**src/rtl/vram_scan_arbiter.sv**
```systemverilog
// Shares the single-port playfield cell RAM between the VGA scan read path
// (owns the frame) and budgeted game-logic writes confined to vertical blanking.
module vram_scan_arbiter #(
  parameter int unsigned H_ACTIVE   = 640,
  parameter int unsigned V_ACTIVE   = 480,
  parameter int unsigned CELL_SHIFT = 4,
  parameter int unsigned GRID_W     = 40,
  parameter int unsigned GRID_H     = 30,
  parameter int unsigned ADDR_W     = 11,
  parameter int unsigned DATA_W     = 4,
  parameter int unsigned WR_BUDGET  = 64
) (
  input  logic              clk,
  input  logic              rst_n,
  input  logic [9:0]        pos_x,
  input  logic [9:0]        pos_y,
  input  logic              wr_req,
  input  logic [ADDR_W-1:0] wr_addr,
  input  logic [DATA_W-1:0] wr_data,
  output logic              wr_ack,
  output logic              wr_stall,
  output logic              wr_err,
  output logic              ram_en,
  output logic              ram_we,
  output logic [ADDR_W-1:0] ram_addr,
  output logic [DATA_W-1:0] ram_wdata,
  input  logic [DATA_W-1:0] ram_rdata,
  output logic [DATA_W-1:0] cell_data,
  output logic              cell_valid,
  output logic              frame_tick
);

  localparam int unsigned AW1 = ADDR_W + 1;
  localparam int unsigned BW  = $clog2(WR_BUDGET + 1);

  localparam logic [9:0]     H_ACT   = 10'(H_ACTIVE);
  localparam logic [9:0]     V_ACT   = 10'(V_ACTIVE);
  localparam logic [AW1-1:0] N_CELLS = AW1'(GRID_W * GRID_H);
  localparam logic [BW-1:0]  BUDGET  = BW'(WR_BUDGET);

  typedef enum logic {
    DISP  = 1'b0,
    BLANK = 1'b1
  } state_t;

  state_t              state_q, state_d;
  logic [BW-1:0]       budget_q, budget_d;
  logic                ram_en_q, ram_en_d;
  logic                ram_we_q, ram_we_d;
  logic [ADDR_W-1:0]   ram_addr_q, ram_addr_d;
  logic [DATA_W-1:0]   ram_wdata_q, ram_wdata_d;
  logic                wr_ack_q, wr_ack_d;
  logic                wr_stall_q, wr_stall_d;
  logic                wr_err_q, wr_err_d;
  logic                frame_tick_q, frame_tick_d;
  logic                rd_pipe_q, rd_pipe_d;
  logic                cell_valid_q, cell_valid_d;
  logic [DATA_W-1:0]   cell_data_q, cell_data_d;

  logic                vis;
  logic                vblank;
  logic                in_range;
  logic [ADDR_W-1:0]   scan_addr;

  assign vis      = (pos_x < H_ACT) && (pos_y < V_ACT);
  assign vblank   = (pos_y >= V_ACT);
  assign in_range = ({1'b0, wr_addr} < N_CELLS);
  // Row*width product is formed one bit wider than the RAM address, then truncated.
  assign scan_addr = ADDR_W'(AW1'(pos_y >> CELL_SHIFT) * AW1'(GRID_W)
                             + AW1'(pos_x >> CELL_SHIFT));

  always_comb begin
    state_d      = state_q;
    budget_d     = budget_q;
    ram_en_d     = 1'b0;
    ram_we_d     = 1'b0;
    ram_addr_d   = ram_addr_q;
    ram_wdata_d  = ram_wdata_q;
    wr_ack_d     = 1'b0;
    wr_stall_d   = wr_stall_q;
    wr_err_d     = wr_err_q;
    frame_tick_d = 1'b0;
    // Read issued -> RAM samples next edge -> data captured the edge after.
    rd_pipe_d    = ram_en_q && !ram_we_q;
    cell_valid_d = rd_pipe_q;
    cell_data_d  = rd_pipe_q ? ram_rdata : cell_data_q;

    unique case (state_q)
      DISP: begin
        if (vblank) begin
          state_d      = BLANK;
          frame_tick_d = 1'b1;
          budget_d     = BUDGET;
          wr_stall_d   = 1'b0;
        end else if (vis) begin
          ram_en_d   = 1'b1;
          ram_addr_d = scan_addr;
        end
      end
      BLANK: begin
        if (!vblank) begin
          // Leaving blanking: any pending write waits; scanning resumes at once.
          state_d = DISP;
          if (vis) begin
            ram_en_d   = 1'b1;
            ram_addr_d = scan_addr;
          end
        end else if (wr_req) begin
          if (!in_range) begin
            wr_ack_d = 1'b1;
            wr_err_d = 1'b1;
          end else if (budget_q != '0) begin
            ram_en_d    = 1'b1;
            ram_we_d    = 1'b1;
            ram_addr_d  = wr_addr;
            ram_wdata_d = wr_data;
            wr_ack_d    = 1'b1;
            budget_d    = budget_q - BW'(1);
          end else begin
            wr_stall_d = 1'b1;
          end
        end
      end
      default: state_d = DISP;
    endcase
  end

  always_ff @(posedge clk) begin
    if (!rst_n) begin
      state_q      <= DISP;
      budget_q     <= '0;
      ram_en_q     <= 1'b0;
      ram_we_q     <= 1'b0;
      ram_addr_q   <= '0;
      ram_wdata_q  <= '0;
      wr_ack_q     <= 1'b0;
      wr_stall_q   <= 1'b0;
      wr_err_q     <= 1'b0;
      frame_tick_q <= 1'b0;
      rd_pipe_q    <= 1'b0;
      cell_valid_q <= 1'b0;
      cell_data_q  <= '0;
    end else begin
      state_q      <= state_d;
      budget_q     <= budget_d;
      ram_en_q     <= ram_en_d;
      ram_we_q     <= ram_we_d;
      ram_addr_q   <= ram_addr_d;
      ram_wdata_q  <= ram_wdata_d;
      wr_ack_q     <= wr_ack_d;
      wr_stall_q   <= wr_stall_d;
      wr_err_q     <= wr_err_d;
      frame_tick_q <= frame_tick_d;
      rd_pipe_q    <= rd_pipe_d;
      cell_valid_q <= cell_valid_d;
      cell_data_q  <= cell_data_d;
    end
  end

  assign ram_en     = ram_en_q;
  assign ram_we     = ram_we_q;
  assign ram_addr   = ram_addr_q;
  assign ram_wdata  = ram_wdata_q;
  assign wr_ack     = wr_ack_q;
  assign wr_stall   = wr_stall_q;
  assign wr_err     = wr_err_q;
  assign frame_tick = frame_tick_q;
  assign cell_valid = cell_valid_q;
  assign cell_data  = cell_data_q;

endmodule

```
**config.mk**
```make
export PLATFORM = sky130hd
export DESIGN_NAME = vram_scan_arbiter
export DESIGN_NICKNAME = d
export VERILOG_FILES = /design/src/rtl/vram_scan_arbiter.sv
export SDC_FILE = /design/constraint.sdc
export NUM_CORES = 1
export LEC_CHECK = 0
export ABC_AREA = 1
export CAP_MARGIN = 20
export CORE_ASPECT_RATIO = 0.7
export CORE_MARGIN = 4
export CORE_UTILIZATION = 50
export CTS_CLUSTER_SIZE = 25
export DETAILED_ROUTE_END_ITERATION = 12
export GPL_ROUTABILITY_DRIVEN = 0
export GPL_TIMING_DRIVEN = 1
export HOLD_SLACK_MARGIN = 0.02
export PLACE_DENSITY = 0.84
export SYNTH_ARGS = -nofsm -noshare
export SYNTH_HDL_FRONTEND = slang
export SYNTH_SLANG_ARGS = --single-unit
```
**constraint.sdc**
```tcl
create_clock -name clk -period 5.35 [get_ports clk]
set_input_delay 1.07 -clock clk [delete_from_list [all_inputs] [get_ports clk]]
set_output_delay 1.07 -clock clk [all_outputs]
set_load 0.02 [all_outputs]
```
==> results list <==
- The run finished with clean final reports.
- Number of enable flip-flop cells after synthesis: 0
- Via count: 2053
* Final critical-path share of the clock period: a little over three fifths
* Depth of the worst register-to-register path: 9
- On the final layout, the worst hold slack is approximately 410 ps.
- Worst-Margin Slew: roughly 640 ps
* Count of distinct cell types in the synthesized netlist: 36
- Post-synthesis sequential area ratio: 33.7%
- Sequential share of power: approximately two fifths
- After filler insertion, the fill cell instance count of the layout stands at around 350.
- Fraction of registers with async set or reset after synthesis: 0%
- The pre-antenna-repair detailed-routing pass consisted of 5 iterations.
- Setup total negative slack on the finished layout was measured at 0 ps.
- First-pass GRT wire length: around 8.4 mm
* Cell seen most often among critical-path stages: sky130_fd_sc_hd__nand2_1
* Type of the worst setup path: in -> reg
* GRT Residual Overflow: 0
* Flip-flop cell with the highest count after synthesis: sky130_fd_sc_hd__dfxtp_1
- # resized after CTS: 0
* Port buffer count: a little under 60
* Average detailed-routed wire length per instance: ~13 um
- For this configuration, the core starts out at a cell density of a little over half.
- Of all cell types, the one taking the most synthesized area is sky130_fd_sc_hd__dfxtp_1.
* Largest net degree at the start of global routing: 20
* Cell at the root of the clock tree: sky130_fd_sc_hd__clkbuf_8
- Placed cell areas: approximately 2700 sq um
- In this run the standard cell core region covers about 4000 sq um.
* Setup crit end kind: flop
* Antenna diode instance count: 0
- Die Span X: between 80 and 90 um
- The initial antenna violation count came to 0.
* Utilization after layout: between 70 and 80%
* Critical path launch point type: primary input
* IR drop worst, VDD: 0.000188 V
* Synthesized area: 2080 sq um
- Final count of pins violating max slew: 0
- Area share of the largest cell type after synthesis: 33.7%
* Final setup margin: slightly below 2000 ps
- Combined area of the multi-input logic cells: about 1200 sq um
- Die Height: about 62 um
- Total I/O pin count: 68
* Synthesis-to-layout area growth: 35.5%
- Traced cell by cell, the critical path runs through clkdlybuf4s50_1 > ha_1 > ha_1 > fa_1 > nand2_1 > inv_1 > nand3_1 > nor2_1 > nand2_1 > nand2_1 > nand3_1 > nand2_1 > a21oi_2.
- The floorplan has 19 rows.
- The wire-length estimate of the detail-placed layout is 4.08 mm.
* Setup bufs post-CTS: 0
- Ratio of cells with drive above 1 in the final layout: 9.32%
* Drt initial violations: 113
- Worst min-delay path class: reg -> reg
* Most common cell in the synthesized netlist: sky130_fd_sc_hd__nand2_1
* Post-layout min period: approximately 3400 ps
- Post-placement cell count: 398
- Maximum level of the CTS H-tree: 2
* Fmax achieved: 296 MHz
- Across the whole layout, storage elements account for 701 sq um.
* DIE AREA: roughly 5300 sq um
* Logic gate share of total power: approximately a quarter
- Area of all placed cells without fillers: roughly 2800 sq um
- For this design the total switching power over the nets is 0.209 mW.
* Sum of routed wire length over all layers: approximately 5.2 mm
- Synthesized flop and latch total: 35
- Crit-path slowest cell: sky130_fd_sc_hd__clkdlybuf4s50_1
- Leading post-synthesis cells by cell area: sky130_fd_sc_hd__dfxtp_1, sky130_fd_sc_hd__nand2_1, sky130_fd_sc_hd__nor2_1
* Worst path max stage delay: 530 ps
- Drt drc: 0
- In this run switching power makes up around 30% of total power.
- The clock net in this run drives a total of 35 sinks.
- Synthesis produced a netlist whose cell count is 292.
- Prior to clock tree synthesis, the placed netlist has a worst setup slack of ~1700 ps.
- For this design the ratio of total power to cell area is 250 nW/um^2.
- Net count reported at finish: between 400 and 500
- The via count of the first global-routing pass is ~1.8k.
- Final setup violation count: 0
- The analysis attributes to cell leakage a power of 1.28 nW.
- Internal power: between 0.4 and 0.5 mW
- CTS Buf Count: 5
- Clock network fraction of total power: between 30% and 40%
- For this run, the total global-route usage over all layers was measured as 20.0%.
* Deepest clock path buffer count: 2
- Data on the critical path is required at its endpoint by between 5000 and 6000 ps.
- Vias/cell: between 5 and 6
- Worst endpoint data arrival time: roughly 3500 ps
- TritonCTS built the clock tree.
* Post-layout total power: ~0.70 mW
- A synthesized cell averages just over 7 sq um.
- In the synthesized netlist, the cells that appear most often are sky130_fd_sc_hd__nand2_1, sky130_fd_sc_hd__nor2_1, sky130_fd_sc_hd__dfxtp_1, sky130_fd_sc_hd__inv_1, sky130_fd_sc_hd__nand3_1.
* Biggest fanout along the worst timing path: 4
* Hold buffer count at cts: 0
- In this run the remaining antenna-violating nets after routing total 0.
- Max Cap Viol: 0
- During synthesis, Yosys emitted a total of 0 warnings.
- Leaving out filler cells and counting taps, the final layout contains between 400 and 500.
- Worst Hold Depth: 1
* Clock latency reported for the late side of the worst-skew pair: 280 ps
- Clock-pin slew was measured on the worst setup and hold paths at ~70 ps.
* Final Skew: about 4.7 ps
* Post-synth net total: approximately 350
- The count of final hold-check violations came to 0.
* Max_slew headroom: roughly 58%
* RSZ-0062 raised after global routing: no
-- power groups by stage --
| stage | clock network [mW] | logic [mW] | registers, mW |
|---|---|---|---|
| 3_3_place_gp | 0 | 0.177 | 0.288 |
| 4_1_cts | 0.240 | 0.184 | 0.282 |
| 5_1_grt | 0.252 | 0.203 | 0.284 |
| 2_1_floorplan | 0 | 0.0984 | 0.300 |
| 6_report | 0.236 | 0.185 | 0.282 |
| 3_5_place_dp | 0 | 0.183 | 0.288 |
-- per-layer routing --
layer	part of all wire, %	up-vias	GRT usage, %
met4	0.37	0	3.84
met2	44	74	32.6
met1	47	915	26.3
met5	0	-	0
li1	-	1062	-
met3	9.3	2	6.85
-- area by class of cell --
class / count / area share [%]
Inverter: 32 / 4.27
Multi-Input combinational cell: 220 / 43.6
Tap cell: 52 / 2.31
Clock inverter: 3 / 1.56
Timing Repair Buffer: 59 / 21.0
Sequential cell: 35 / 24.9
Clock buffer: 5 / 2.44
-- path summary, 6_finish.rpt --
kind / slack, ps / endpoint / from
setup / recovery: 1970 / ram_addr[10]$_SDFFE_PN0P_ / pos_y[5]
hold / removal: 410 / cell_valid_d$_SDFF_PN0_ / ram_we$_SDFF_PN0_
setup reg to reg: 3730 / ram_addr[4]$_SDFFE_PN0P_ / budget_q[0]$_SDFFE_PN0P_
hold reg to reg: 410 / cell_valid_d$_SDFF_PN0_ / ram_we$_SDFF_PN0_
-- layout by cell type (no fill, tap or decap) --
cell type	n
sky130_fd_sc_hd__o21ai_4	1
sky130_fd_sc_hd__xor2_1	3
sky130_fd_sc_hd__o22ai_1	6
sky130_fd_sc_hd__ha_1	13
sky130_fd_sc_hd__or2_2	1
sky130_fd_sc_hd__xnor2_1	2
sky130_fd_sc_hd__a31oi_1	2
sky130_fd_sc_hd__nand2_4	1
sky130_fd_sc_hd__nand2_2	5
sky130_fd_sc_hd__dfxtp_1	35
sky130_fd_sc_hd__fa_1	2
sky130_fd_sc_hd__clkinv_2	1
sky130_fd_sc_hd__nand3b_4	1
sky130_fd_sc_hd__nand3_2	2
sky130_fd_sc_hd__nor4_1	1
sky130_fd_sc_hd__inv_2	2
sky130_fd_sc_hd__clkbuf_8	5
sky130_fd_sc_hd__nand4_1	3
sky130_fd_sc_hd__nor2_1	44
sky130_fd_sc_hd__nand3b_1	1
sky130_fd_sc_hd__nor2_8	1
sky130_fd_sc_hd__inv_1	30
sky130_fd_sc_hd__clkinv_4	1
sky130_fd_sc_hd__nand4_4	1
sky130_fd_sc_hd__and2_1	1
sky130_fd_sc_hd__or2_0	1
sky130_fd_sc_hd__nand3_1	17
sky130_fd_sc_hd__bufinv_16	1
sky130_fd_sc_hd__o21ai_0	10
sky130_fd_sc_hd__a21oi_2	1
sky130_fd_sc_hd__o21ai_1	3
sky130_fd_sc_hd__o21ai_2	1
sky130_fd_sc_hd__nor2_2	6
sky130_fd_sc_hd__nor3_1	2
sky130_fd_sc_hd__nand2_1	76
sky130_fd_sc_hd__clkdlybuf4s50_1	59
sky130_fd_sc_hd__nor2_4	2
sky130_fd_sc_hd__a21oi_1	10
-- worst max-delay path, delay by kind of cell --
family	cells	cell delay, ps
and+or+nand+nor	7	640
adders and majority gates	3	1130
AOI/OAI and AO/OA	1	50
buffers and inverters	2	620
-- state kept, by name, indices dropped and copies added, names as in the netlist --
signal,cells
ram_addr,11
budget_q,7
cell_data,4
ram_wdata,4
cell_valid,1
cell_valid_d,1
frame_tick,1
ram_en,1
ram_we,1
state_q,1
wr_ack,1
wr_err,1
wr_stall,1
-- logic make-up (layout without fill, tap and decap cells) --
group	Yosys count	in the layout	synth area share (%)
compound gates	34	34	9.58
simple gates	166	166	37.6
buf+inv	37	99	7.23
flops	35	35	33.7
fa+ha+maj	15	15	9.76
xor+xnor	5	5	2.11
Power figures use the tool's default switching activity.
